[config.mk]
export PLATFORM = sky130hd
export DESIGN_NAME = full_adder16
export DESIGN_NICKNAME = d
export VERILOG_FILES = /design/src/rtl/alu_pkg.sv /design/src/rtl/full_adder_1.sv /design/src/rtl/full_adder16.sv
export SDC_FILE = /design/constraint.sdc
export NUM_CORES = 1
export LEC_CHECK = 0
export BUFFER_PORTS_ARGS = -buffer_cell sky130_fd_sc_hd__buf_2
export CAP_MARGIN = 40
export CORE_UTILIZATION = 40
export CTS_CLUSTER_SIZE = 12
export DETAILED_ROUTE_END_ITERATION = 8
export HOLD_SLACK_MARGIN = 0.06
export PLACE_DENSITY = 0.68
export SLEW_MARGIN = 20
export SYNTH_ARGS = -nofsm -noshare
export SYNTH_HDL_FRONTEND = slang
export SYNTH_SLANG_ARGS = --single-unit
[constraint.sdc]
create_clock -name clk -period 1.2 [get_ports clk]
set_clock_uncertainty 0.2 [all_clocks]
set_input_delay 0.24 -clock clk [delete_from_list [all_inputs] [get_ports clk]]
set_output_delay 0.24 -clock clk [all_outputs]
set_load 0.01 [all_outputs]
[src/rtl/alu_pkg.sv]
// Shared ALU definitions: datapath word width and word type.
package alu_pkg;

  localparam int unsigned WORD_W = 16;

  typedef logic [WORD_W-1:0] word_t;

endpackage : alu_pkg

[src/rtl/full_adder_1.sv]
// One-bit full-adder cell; chained to form the ripple-carry datapath.
module full_adder_1 (
  input  logic a,
  input  logic b,
  input  logic ci,
  output logic s,
  output logic co
);

  // Sum and majority-carry of the three input bits.
  always_comb begin
    s  = a ^ b ^ ci;
    co = (a & b) | (a & ci) | (b & ci);
  end

endmodule : full_adder_1

[src/rtl/full_adder16.sv]
// Ripple-carry adder with one registered output stage. Exposes the full per-bit
// carry vector so callers can derive flags (e.g. signed overflow) without re-adding.
module full_adder16
  import alu_pkg::*;
#(
  parameter int unsigned WIDTH = WORD_W
) (
  input  logic             clk,
  input  logic             rst,
  input  logic [WIDTH-1:0] add_in1,
  input  logic [WIDTH-1:0] add_in2,
  input  logic             cin,
  input  logic             in_valid,
  output logic [WIDTH-1:0] sum,
  output logic [WIDTH-1:0] cout,
  output logic             out_valid
);

  // carry[i] is the carry into bit i; carry[WIDTH] is the final carry-out.
  logic [WIDTH:0]   carry;
  logic [WIDTH-1:0] sum_d;
  logic [WIDTH-1:0] cout_d;

  logic [WIDTH-1:0] sum_q;
  logic [WIDTH-1:0] cout_q;
  logic             out_valid_q;

  assign carry[0] = cin;

  for (genvar i = 0; i < WIDTH; i++) begin : g_cell
    full_adder_1 u_cell (
      .a  (add_in1[i]),
      .b  (add_in2[i]),
      .ci (carry[i]),
      .s  (sum_d[i]),
      .co (carry[i+1])
    );
  end

  // Carry-out vector: cout[i] is the carry leaving bit i.
  always_comb begin
    cout_d = carry[WIDTH:1];
  end

  // Output register: captures only on accepted operations so held results
  // are immune to garbage on the operand inputs while idle.
  always_ff @(posedge clk or posedge rst) begin
    if (rst) begin
      sum_q       <= '0;
      cout_q      <= '0;
      out_valid_q <= 1'b0;
    end else begin
      out_valid_q <= in_valid;
      if (in_valid) begin
        sum_q  <= sum_d;
        cout_q <= cout_d;
      end
    end
  end

  assign sum       = sum_q;
  assign cout      = cout_q;
  assign out_valid = out_valid_q;

endmodule : full_adder16

* Word level (Yosys, flattened, before mapping)
Index checks and enable logic that the tools add are counted.
Storage, ports and cells: register bits 33, bits of input ports 36, output and inout port bits 33, logic and storage cells 115
Cells by class: bitwise gates (word level) 112
Operators by type and width (number):
- 1-bit AND | 48
- 1-bit OR | 32
- 1-bit XOR | 32

* Longest topological paths before layout
depth in word-level cells 48, mapped depth 20, gate-level depth less buffers 20

* By module
From an unflattened synthesis, not the netlist that was laid out.
Second synthesis, totals: cell total of the unflattened synthesis 86, area, all modules 1694.1 µm²
Modules (own cells, without submodules):
- full_adder16 | times used 1, cells each 70, area an instance 1373.8 µm², seq. area each 825.8 µm²
- full_adder_1 | times used 16, cells each 1, area an instance 20.0 µm², seq. area each 0.0 µm²

* Least setup slack after synthesis
OpenSTA, ideal clock, no wires.
kind input -> register, start input add_in1[0], end register sum_q[15] (netlist: sum[15]), library setup time 77 ps, arrival 6704 ps, data required time 923 ps, slack -5781 ps, stages 20, path buffers 0, path through inv_1 > fa_1 > inv_1 > fa_1 > fa_1 > fa_1 > fa_1 > fa_1 > fa_1 > fa_1 > fa_1 > fa_1 > fa_1 > fa_1 > fa_1 > fa_1 > fa_1 > inv_1 > fa_1 > a21oi_1
Between the ends: longest elaborated chain between the ends 46, elaborated cells between the ends (all ways) 61, classes of those cells bitwise (61)
Ends and longest elaborated chain:
- start: declaration | line full_adder16.sv:10 | input logic [WIDTH-1:0] add_in1,
- 1-bit AND | line full_adder_1.sv:13 | co = (a & b) | (a & ci) | (b & ci);
- 1-bit OR * (2 in series) | line full_adder_1.sv:13
- net g_cell[0].u_cell.co | line full_adder_1.sv:7 | output logic co
- 1-bit AND | line full_adder_1.sv:13
- 1-bit OR | line full_adder_1.sv:13
- 1-bit OR * | line full_adder_1.sv:13
- net g_cell[1].u_cell.co | line full_adder_1.sv:7
- 1-bit AND | line full_adder_1.sv:13
- [... 2 more ...]
- net g_cell[2].u_cell.co | line full_adder_1.sv:7
- [... 3 more ...]
- net g_cell[3].u_cell.co | line full_adder_1.sv:7
- [... 3 more ...]
- net g_cell[4].u_cell.co | line full_adder_1.sv:7
- [... 3 more ...]
- net g_cell[5].u_cell.co | line full_adder_1.sv:7
- [... 3 more ...]
- net g_cell[6].u_cell.co | line full_adder_1.sv:7
- [... 3 more ...]
- net g_cell[7].u_cell.co | line full_adder_1.sv:7
- [... 3 more ...]
- net g_cell[8].u_cell.co | line full_adder_1.sv:7
- [... 3 more ...]
- net g_cell[10].u_cell.ci | line full_adder_1.sv:5 | input logic ci,
- [... 3 more ...]
- net g_cell[10].u_cell.co | line full_adder_1.sv:7
- [... 3 more ...]
- net g_cell[11].u_cell.co | line full_adder_1.sv:7
- [... 3 more ...]
- net g_cell[12].u_cell.co | line full_adder_1.sv:7
- [... 1 more ...]
- 1-bit OR | line full_adder_1.sv:13
- 1-bit OR * | line full_adder_1.sv:13
- net g_cell[13].u_cell.co | line full_adder_1.sv:7
- 1-bit AND | line full_adder_1.sv:13
- 1-bit OR | line full_adder_1.sv:13
- 1-bit OR * | line full_adder_1.sv:13
- net g_cell[14].u_cell.co | line full_adder_1.sv:7
- 1-bit XOR * | line full_adder_1.sv:12 | s = a ^ b ^ ci;
- end signal: assignment | line full_adder16.sv:55 | sum_q <= sum_d;
- end: declaration | line full_adder16.sv:24 | logic [WIDTH-1:0] sum_q;
The timed path passes the listed nets; every way through them passes the cells marked *. A chain may end at the register's enable or synchronous reset.

* Worst setup path in the final report
Ends and elaborated chain as after synthesis.

==> metrics.md <==
| Metric | Value |
|---|---|
| Status | finished, violations left |
| Failing checks | negative setup slack |
| Worst Slack Setup Final | -5130 ps |
| Routed WL | 3380 microns |
| Residual DRC | 0 |
| Synth Area in Compound Gates | 0.0120 |
| Worst-Margin Slew | 186 ps |
| #FFs+latches synth | 33 |
| Nets | 253 |
| Post-Synthesis Net Count | 149 |
| Via count | 1139 |
| Diode count | 0 |
| Top Metal Used | met4 |
| Xor/xnor share of the synthesized area | 0 |
| Core Rows | 23 |
| Hold Crit Class | primary input to register |
| Gp weighted congestion | 0.670 |
| Vias/cell | 4.52 |
| Hpwl dp | 2290 microns |
| Max incr delay on CP | 400 ps |
| Count of port buffers added during placement | 68 |
| Most frequent cells in the layout | buf_2 (59), dfrtp_1 (33), buf_4 (29), mux2_4 (27), fa_2 (15) |
| Final period utilization | 5.27 |
| Crit path top cell by count | fa_2 |
| Die width | 66.6 microns |
| M1 wire length | 1410 microns |
| Core area | 0.00400 sq mm |
| Congestion Overflow GR | 0 |
| Clock root cell | clkbuf_8 |
| Initial core utilization | 0.418 |
| Slowest cell on crit path | fa_1 |
| Layout cells sized above 1 | 0.767 |
| Most common cell after layout, fill and taps aside | buf_2 |
| Largest family of logic cells by synthesized area | multiplexers |
| WP data arrival | 6330 ps |
| Post-synthesis instance total | 97 |
| Clk buf depth | 2 |
| Pleak | 0.00129 uW |
| Area of the mapped netlist | 0.00167 sq mm |
| Avg WL per Cell | 13.4 microns |
| Simple-Gate Fraction of Synth Area | 0.00898 |
| Maximum VDD drop | 0.00105 V |
| Sequential share of the synthesized area | 0.494 |
| Vias in the first global route | 1197 |
| Antenna violations before repair | 0 |
| Post-route ant nets | 0 |
| GRT Overall Usage | 0.165 |
| Critical R2R Launch | sum[1] |
| Die area | 0.00444 sq mm |
| Worst path cell trace | buf_8 > inv_12 > fa_2 > inv_2 > fa_2 > fa_2 > fa_2 > fa_2 > fa_2 > fa_2 > fa_2 > fa_2 > fa_2 > fa_2 > fa_2 > fa_2 > fa_2 > fa_2 > inv_2 > fa_1 > a21oi_1 |
| Area grow syn2layout | 52.5% |
| Clock transition at the registers of the reported paths | 70 ps |
| DRT iter0 DRCs | 23 |
| Final setup viols | 63 |
| First-pass GRT wire length | 5450 microns |
| CP Launch Point | add_in1[0] |
| Number of H-tree levels | 2 |
| Yosys warns | 0 |
| DRT Pass-1 Iters | 6 |
| Fin cells | 252 |
| Synth Area in Adders | 0.192 |
| Final core utilization | 0.637 |
| Yosys cell types | 9 |
| Worst EP required | 1200 ps |
| Slew headroom | 0.876 |
| Clk sinks | 33 |
| Routed wl met2 | 1660 microns |
| Die Ht | 66.6 microns |
| Final hold violation count | 0 |
| Synthesized area per cell | 17.2 sq um |
| CTS Buf Count | 5 |
| Crit end category | register |
| Critical Path Fanout Max | 2 |
| Setup crit start kind | primary input |
| Fmax | 0.158 GHz |
| I/O pin cnt | 69 |
| RSZ-0062 raised after global routing | yes |
| Hold Path Origin | in_valid |
| Post-synthesis mux area share | 0.238 |
| Crit Path Category | primary input to register |
| Slew Viols, Final | 0 |
| PD cells | 1480 mW/mm^2 |
| Pin count of the biggest net entering global routing | 34 |
| WL met3 | 281 microns |
| Worst skew pair latency | 270 ps |
| Min Clock Period, post-route | 6330 ps |
| Dpl cells | 214 |
| CTS tree | built |
| Max-Cap Viols | 0 |
-- stage by stage --
| stage | setup WS [ps] | total power [uW] | hold slack (ps) | TNS (ps) | area, sq um |
|---|---|---|---|---|---|
| floorplan | -5060 | 2000 | 71.4 | -80820 | 1730 |
| global placement | -5390 | 2360 | 95.9 | -88650 | 2130 |
| detailed placement | -5490 | 2390 | 97.3 | -90400 | 2130 |
| CTS | -5130 | 3640 | 99.7 | -80860 | 2400 |
| global route | -5290 | 3990 | 101 | -84820 | 2550 |
| finish | -5130 | 3770 | 108 | -81400 | 2550 |
-- cell usage after synthesis --
cell     instances  area share
mux2_2           6       0.040
dfrtp_1         33        0.49
fa_1            16        0.19
nor2_1           4      0.0090
inv_1            8       0.018
buf_6            2       0.013
buf_12           2       0.024
mux2_4          22        0.20
a21oi_1          4       0.012
-- sequential cells by signal, indices dropped and copies added, names as in the netlist --
name / flops
cout: 16
sum: 16
out_valid: 1
-- logic make-up after synthesis --
kind of cell	after synthesis
muxes	28
buffers and inverters	12
adders and majority gates	16
AOI/OAI and AO/OA	4
and+or+nand+nor	4
DFF	33
-- power breakdown --
group          switching (uW)  internal (uW)
combinational             467            795
clock                     399            677
sequential                115           1320
total                     981           2790
-- cell type report --
class	instances	area, sq um
sequential	33	826
timing repair buffer	101	688
clock inverter	1	30.0
tap	50	62.6
clock buffer	7	86.3
fill	311	1450
multi-input combinational	52	810
inverter	8	47.5
-- metal layers --
metal | GRT usage | vias up
met1 | 0.198 | 559
met2 | 0.277 | 52
li1 | - | 522
met3 | 0.0548 | 6
met5 | 0 | -
met4 | 0.0559 | 0
-- timing repair --
| action | 4_1_cts | 5_1_grt |
|---|---|---|
| gates cloned | 0 | 0 |
| resized for setup | 6 | 10 |
| hold endpoints to repair | 33 | 0 |
| setup buffers | 16 | 13 |
| hold buffers | 1 | 0 |
| setup endpoints to repair | 63 | 63 |
-- critical path, delay by kind of cell --
kind                     cells  cell delay [ps]
AO/OA/AOI/OAI                1              140
buffers and inverters        4              260
adder cells (fa/ha/maj)     16             5680
-- path summary, 6_finish.rpt --
path | end | slack (ps) | cells past startpoint
max reg2reg | sum[1] | -10 | 3
min in group asynchronous | sum[2] | 350 | 4
min | out_valid | 110 | 2
max in group asynchronous | sum[8] | 260 | 4
min reg2reg | sum[9] | 310 | 1
max | sum[15] | -5130 | 21
(Power assumes the default switching activity.)
